## config.mk

```make
export PLATFORM = sky130hd
export DESIGN_NAME = naive_pipe_core
export DESIGN_NICKNAME = d
export VERILOG_FILES = /design/src/rtl/naive_pipe_core.sv
export SDC_FILE = /design/constraint.sdc
export NUM_CORES = 2
export LEC_CHECK = 0
export CORE_UTILIZATION = 45
export CTS_BUF_LIST = sky130_fd_sc_hd__clkbuf_4
export CTS_CLUSTER_SIZE = 30
export DETAILED_ROUTE_END_ITERATION = 10
export SYNTH_ARGS = -nofsm -noshare
export SYNTH_HDL_FRONTEND = slang
export SYNTH_SLANG_ARGS = --single-unit
```

## constraint.sdc

```tcl
create_clock -name clk -period 7.2 [get_ports clk]
set_input_delay 1.8 -clock clk [delete_from_list [all_inputs] [get_ports clk]]
set_output_delay 1.8 -clock clk [all_outputs]
set_load 0.005 [all_outputs]
```

## src/rtl/naive_pipe_core.sv

```systemverilog
// Four-stage in-order core (IF, ID, EX, WB) with full operand forwarding in ID,
// no hazard stalls, a HALT that freezes fetch, and a combinational observer port.
module naive_pipe_core #(
  parameter int XLEN = 32,
  parameter int NREG = 32,
  parameter int RETW = 16
) (
  input  logic            clk,
  input  logic            rst,
  input  logic [31:0]     rom_data_i,
  input  logic            rom_ready_i,
  output logic [XLEN-1:0] rom_addr_o,
  output logic            rom_ce_o,
  input  logic [4:0]      ob_sel_i,
  input  logic [2:0]      ob_mode_i,
  output logic [XLEN-1:0] ob_data_o,
  output logic            halted_o
);

  localparam int SW = $clog2(XLEN);
  localparam int RW = (NREG > 1) ? $clog2(NREG) : 1;

  typedef enum logic [5:0] {
    OP_NOP  = 6'h00,
    OP_ADD  = 6'h01,
    OP_SUB  = 6'h02,
    OP_AND  = 6'h03,
    OP_OR   = 6'h04,
    OP_XOR  = 6'h05,
    OP_SLL  = 6'h06,
    OP_SRL  = 6'h07,
    OP_ADDI = 6'h08,
    OP_LUI  = 6'h09,
    OP_HALT = 6'h3F
  } op_e;

  logic [XLEN-1:0] pc;
  logic [XLEN-1:0] regs [NREG];
  logic [RETW-1:0] retire_cnt;
  logic            halted;
  logic            err;

  logic            ifid_valid;
  logic [31:0]     ifid_instr;

  logic            idex_valid;
  logic            idex_we;
  op_e             idex_op;
  logic [4:0]      idex_rd;
  logic [XLEN-1:0] idex_a;
  logic [XLEN-1:0] idex_b;

  logic            exwb_valid;
  logic            exwb_we;
  logic [4:0]      exwb_rd;
  logic [XLEN-1:0] exwb_res;

  logic [5:0]      id_raw;
  logic [4:0]      id_rd;
  logic [4:0]      id_rs1;
  logic [4:0]      id_rs2;
  logic [15:0]     id_imm;
  logic            id_legal;
  op_e             id_op;
  logic            id_halt;
  logic            id_we;
  logic [XLEN-1:0] id_a;
  logic [XLEN-1:0] id_b;
  logic [XLEN-1:0] ex_res;
  logic            fetch;

  function automatic logic rd_ok(input logic [4:0] r);
    return (r != 5'd0) && (int'(r) < NREG);
  endfunction

  // Youngest producer wins: EX result, then WB result, then the regfile.
  // A stage's write enable is only ever set for an in-range nonzero rd.
  function automatic logic [XLEN-1:0] fwd(input logic [4:0] r);
    if (idex_valid && idex_we && idex_rd == r) return ex_res;
    if (exwb_valid && exwb_we && exwb_rd == r) return exwb_res;
    if (rd_ok(r)) return regs[r[RW-1:0]];
    return '0;
  endfunction

  assign id_raw   = ifid_instr[31:26];
  assign id_rd    = ifid_instr[25:21];
  assign id_rs1   = ifid_instr[20:16];
  assign id_rs2   = ifid_instr[15:11];
  assign id_imm   = ifid_instr[15:0];
  assign id_legal = (id_raw <= 6'h09) || (id_raw == 6'h3F);
  assign id_op    = id_legal ? op_e'(id_raw) : OP_NOP;
  assign id_halt  = ifid_valid && (id_op == OP_HALT);
  assign id_we    = ifid_valid && (id_op != OP_NOP) && (id_op != OP_HALT) && rd_ok(id_rd);

  assign rom_addr_o = pc;
  assign rom_ce_o   = !halted && !rst;
  assign halted_o   = halted;
  assign fetch      = rom_ce_o && rom_ready_i && !id_halt;

  always_comb begin
    id_a = fwd(id_rs1);
    id_b = fwd(id_rs2);
    case (id_op)
      OP_ADDI: id_b = XLEN'($signed(id_imm));
      OP_LUI: begin
        id_a = '0;
        id_b = XLEN'(id_imm);
      end
      default: ;
    endcase
  end

  always_comb begin
    ex_res = '0;
    case (idex_op)
      OP_ADD, OP_ADDI: ex_res = idex_a + idex_b;
      OP_SUB:          ex_res = idex_a - idex_b;
      OP_AND:          ex_res = idex_a & idex_b;
      OP_OR:           ex_res = idex_a | idex_b;
      OP_XOR:          ex_res = idex_a ^ idex_b;
      OP_SLL:          ex_res = idex_a << idex_b[SW-1:0];
      OP_SRL:          ex_res = idex_a >> idex_b[SW-1:0];
      OP_LUI:          ex_res = idex_b << (XLEN - 16);
      default:         ;
    endcase
  end

  always_ff @(posedge clk) begin
    if (rst) begin
      pc         <= '0;
      retire_cnt <= '0;
      halted     <= 1'b0;
      err        <= 1'b0;
      ifid_valid <= 1'b0;
      ifid_instr <= '0;
      idex_valid <= 1'b0;
      idex_we    <= 1'b0;
      idex_op    <= OP_NOP;
      idex_rd    <= '0;
      idex_a     <= '0;
      idex_b     <= '0;
      exwb_valid <= 1'b0;
      exwb_we    <= 1'b0;
      exwb_rd    <= '0;
      exwb_res   <= '0;
      for (int unsigned i = 0; i < NREG; i++) regs[i] <= '0;
    end else begin
      if (exwb_valid && exwb_we) regs[exwb_rd[RW-1:0]] <= exwb_res;
      if (exwb_valid) retire_cnt <= retire_cnt + RETW'(1);

      exwb_valid <= idex_valid;
      exwb_we    <= idex_valid && idex_we;
      exwb_rd    <= idex_rd;
      exwb_res   <= ex_res;

      // HALT leaves ID as an invalid bubble so it neither writes nor retires.
      idex_valid <= ifid_valid && !id_halt;
      idex_we    <= id_we;
      idex_op    <= id_op;
      idex_rd    <= id_rd;
      idex_a     <= id_a;
      idex_b     <= id_b;

      if (id_halt) halted <= 1'b1;
      if (ifid_valid && !id_legal) err <= 1'b1;

      if (fetch) begin
        ifid_valid <= 1'b1;
        ifid_instr <= rom_data_i;
        pc         <= pc + XLEN'(4);
      end else begin
        ifid_valid <= 1'b0;
      end
    end
  end

  always_comb begin
    ob_data_o = '0;
    case (ob_mode_i)
      3'd0: if (rd_ok(ob_sel_i)) ob_data_o = regs[ob_sel_i[RW-1:0]];
      3'd1: ob_data_o = pc;
      3'd2: ob_data_o = XLEN'(ifid_instr);
      3'd3: ob_data_o = idex_a;
      3'd4: ob_data_o = idex_b;
      3'd5: ob_data_o = ex_res;
      3'd6: ob_data_o = XLEN'(retire_cnt);
      default: ob_data_o = XLEN'({halted, err});
    endcase
  end

endmodule

```

==> qor.yml <==
outcome:
  status: "finished, violations left"
  violations: "setup timing"
synth:
  ys.flop_type: "edfxtp_1"
  ys_seq_area_share_pct: 43.9
  ys_ff_latch: 1231
  syn_inst: 5841
  ys_types: 93
  synth_edf_count: 1024
  synth_area_um2: 79400
  async_flop_share_pct: 0
  yosysWarningCount: 0
  avgSynthCellArea_um2: 13.6
die:
  die_w_um: 422
  core_um2: 175000
  start_util_pct: 45.5
  die-area_um2: 178000
  placementRows: 153
  boundaryPins: 109
  die_h_um: 422
layout:
  syn2layout_area_growth_pct: 12.9
  fillerInstances: 14838
  layout_common_cells: "and2_1 (1034), edfxtp_1 (1024), mux4_2 (1006)"
  layout-drive-gt1-share_pct: 36.0
  multi_input_area_um2: 43000
  regArea_um2: 35000
  instances_no_fill: 8658
  num-nets-final: 6221
  final_common_cell: "and2_1"
  fin_util_pct: 51.4
route:
  vias: 58996
  drc: 0
  viasPerCell: 6.81
  ant_nets: 0
  dr.pass1.iters: 8
  wl_per_cell_um: 36.6
  drtIter0Drc: 8550
  wirelength_mm: 316
setup_path:
  startpoint_type: "flip-flop"
  critPathKind: "flip-flop to output pin"
  worstPathArrival_ps: 5570
  cp_data_required_time_ps: 5400
  critPathMaxFanout: 5
  end_kind: "output pin"
flow_run:
  maxCapViolCount: 0
pwr:
  total_leakage_power_uw: 0.0312
  total_power_uw: 19400
  power_per_cell_area_nw_per_um2: 217
  peakVddDrop_v: 0.000184
clock_tree:
  cts_max_path_buffers: 4
  cts_inserted_buffers: 349
  clk_pin_slew_worst_paths_ps: 60
  cts.sinks: 1231
  clk-insertion-delay-late_ps: 1370
  cts_tree: "done"
  clockRootBuffer: "clkbuf_4"
  postCtsHoldBufs: 0
  htreeDepth: 5
timing:
  timing.final.ws_setup_ps: -169
  setup_violations: 13
  max_freq_mhz: 136
  worst_pin_slew_ps: 1310
  slew_headroom_pct: 12.6
  period_share_pct: 102
  hold_viol: 0
  finClkSkew_ps: 58.0
  fin_crit_ps: 7370
  rsz0062_at_grt: "true"
  slew_viol_final: 0
global_routing:
  antenna_found_initial: 19
  grt-ovfl-total: 0
  grt_pass1_vias: 58301
  grt_usage_pct: 35.2
  grt_pass1_wl_mm: 443
  grt_max_degree: 85
placed_design:
  place_inst: 7960
  hpwl_mm: 199
  io_buffers: 106
  place_congestion: 1.03
min_path:
  hold_path.class: "flip-flop to flip-flop"
[state kept, by name (all words and copies together), names as in the netlist, named ones only]
| name | cells |
|---|---|
| idex_rd | 5 |
| halted_o | 1 |
| idex_we | 1 |
| err | 1 |
| exwb_rd | 5 |
| ifid_instr | 32 |
| idex_valid | 1 |
| idex_op | 6 |
| exwb_valid | 1 |
| ifid_valid | 1 |
| exwb_res | 32 |
| regs | 1024 |
| exwb_we | 1 |
| retire_cnt | 16 |
| idex_b | 32 |
| idex_a | 32 |
| rom_addr_o | 30 |
[stage by stage]
| stage | cell area [µm²] | setup TNS (ps) | setup slack (ps) | hold slack (ps) |
|---|---|---|---|---|
| final | 89700 | -1050 | -169 | 494 |
| after global routing | 89700 | -5200 | -372 | 507 |
| after CTS | 89000 | -3010 | -311 | 492 |
| after detailed placement | 83800 | 0 | 326 | 462 |
| after global placement | 83800 | 0 | 295 | 457 |
| after floorplan | 79500 | 0 | 1040 | 438 |
[power by group]
group          switching, µW  internal, µW
Combinational           2510          1970
Sequential               490          7970
Clock                   3170          3330
[final timing paths]
kind	end	cells after the start	slack (ps)	start
setup / recovery	ob_data_o[22]	17	-170	idex_op[0]
hold / removal	exwb_valid	1	490	idex_valid
setup reg to reg	idex_b[30]	18	2590	idex_op[0]
hold reg to reg	exwb_valid	1	490	idex_valid
[Yosys cell counts, types with 75 or more instances]
| library cell | number | area, µm² |
|---|---|---|
| a21oi_1 | 157 | 786 |
| and2_1 | 1035 | 6470 |
| buf_1 | 75 | 282 |
| buf_2 | 78 | 390 |
| clkbuf_1 | 436 | 1640 |
| dfxtp_1 | 207 | 4140 |
| edfxtp_1 | 1024 | 30700 |
| ha_1 | 99 | 1240 |
| inv_1 | 81 | 304 |
| mux2_2 | 76 | 856 |
| mux2i_1 | 104 | 1040 |
| mux4_2 | 1006 | 22700 |
| nand2_1 | 209 | 785 |
| nor2_1 | 261 | 980 |
| o21ai_0 | 132 | 661 |
[kinds of logic (layout without fill, tap and decap cells)]
kind of cell / after synthesis / after routing / synth area share, %
mux: 1186 / 1186 / 30.9
xor+xnor: 97 / 97 / 1.07
buf+inv: 685 / 1159 / 3.47
simple gates: 1855 / 1855 / 13.1
other cells: 1 / 19 / 0.00472
fa+ha+maj: 100 / 100 / 1.58
flops: 1231 / 1231 / 43.9
compound gates: 686 / 686 / 5.94
[layout make-up]
class	instances	share of cell area, %
Multi-Input combinational cell	3926	47.9
Sequential cell	1231	39.0
Timing Repair Buffer	489	4.80
Clock buffer	511	4.28
Tap cell	2325	3.24
Clock inverter	78	0.428
Inverter	81	0.339
Antenna cell	17	0.0474
[what timing repair did]
item / in CTS / in global routing
gates cloned: 1 / 0
setup endpoints to repair: 32 / 30
pin swaps: 73 / 61
resized for setup: 183 / 89
setup buffers: 57 / 34
[routing by layer]
| metal | vias up | track usage (%) | part of all wire, % |
|---|---|---|---|
| li1 | 23567 | - | - |
| met1 | 30051 | 43.1 | 35 |
| met2 | 4389 | 55.0 | 46 |
| met3 | 981 | 10.9 | 12 |
| met4 | 8 | 20.5 | 6.4 |
| met5 | - | 0 | 0.032 |
[worst max-delay path, stage by stage, from the launching register on]
cell and delay (ps):
dfxtp_4 340, or4b_4 560, nor3_4 180, buf_6 170, buf_6 110, nor2_2 30, xnor2_1 120, ha_1 360
o21a_1 180, o31a_1 160, o31a_1 360, a221o_1 370, buf_4 160, a21bo_2 220, a21o_1 170, a311oi_2 320
o221ai_2 210, buf_2 180
No activity file was read; power rests on OpenSTA's default activity.
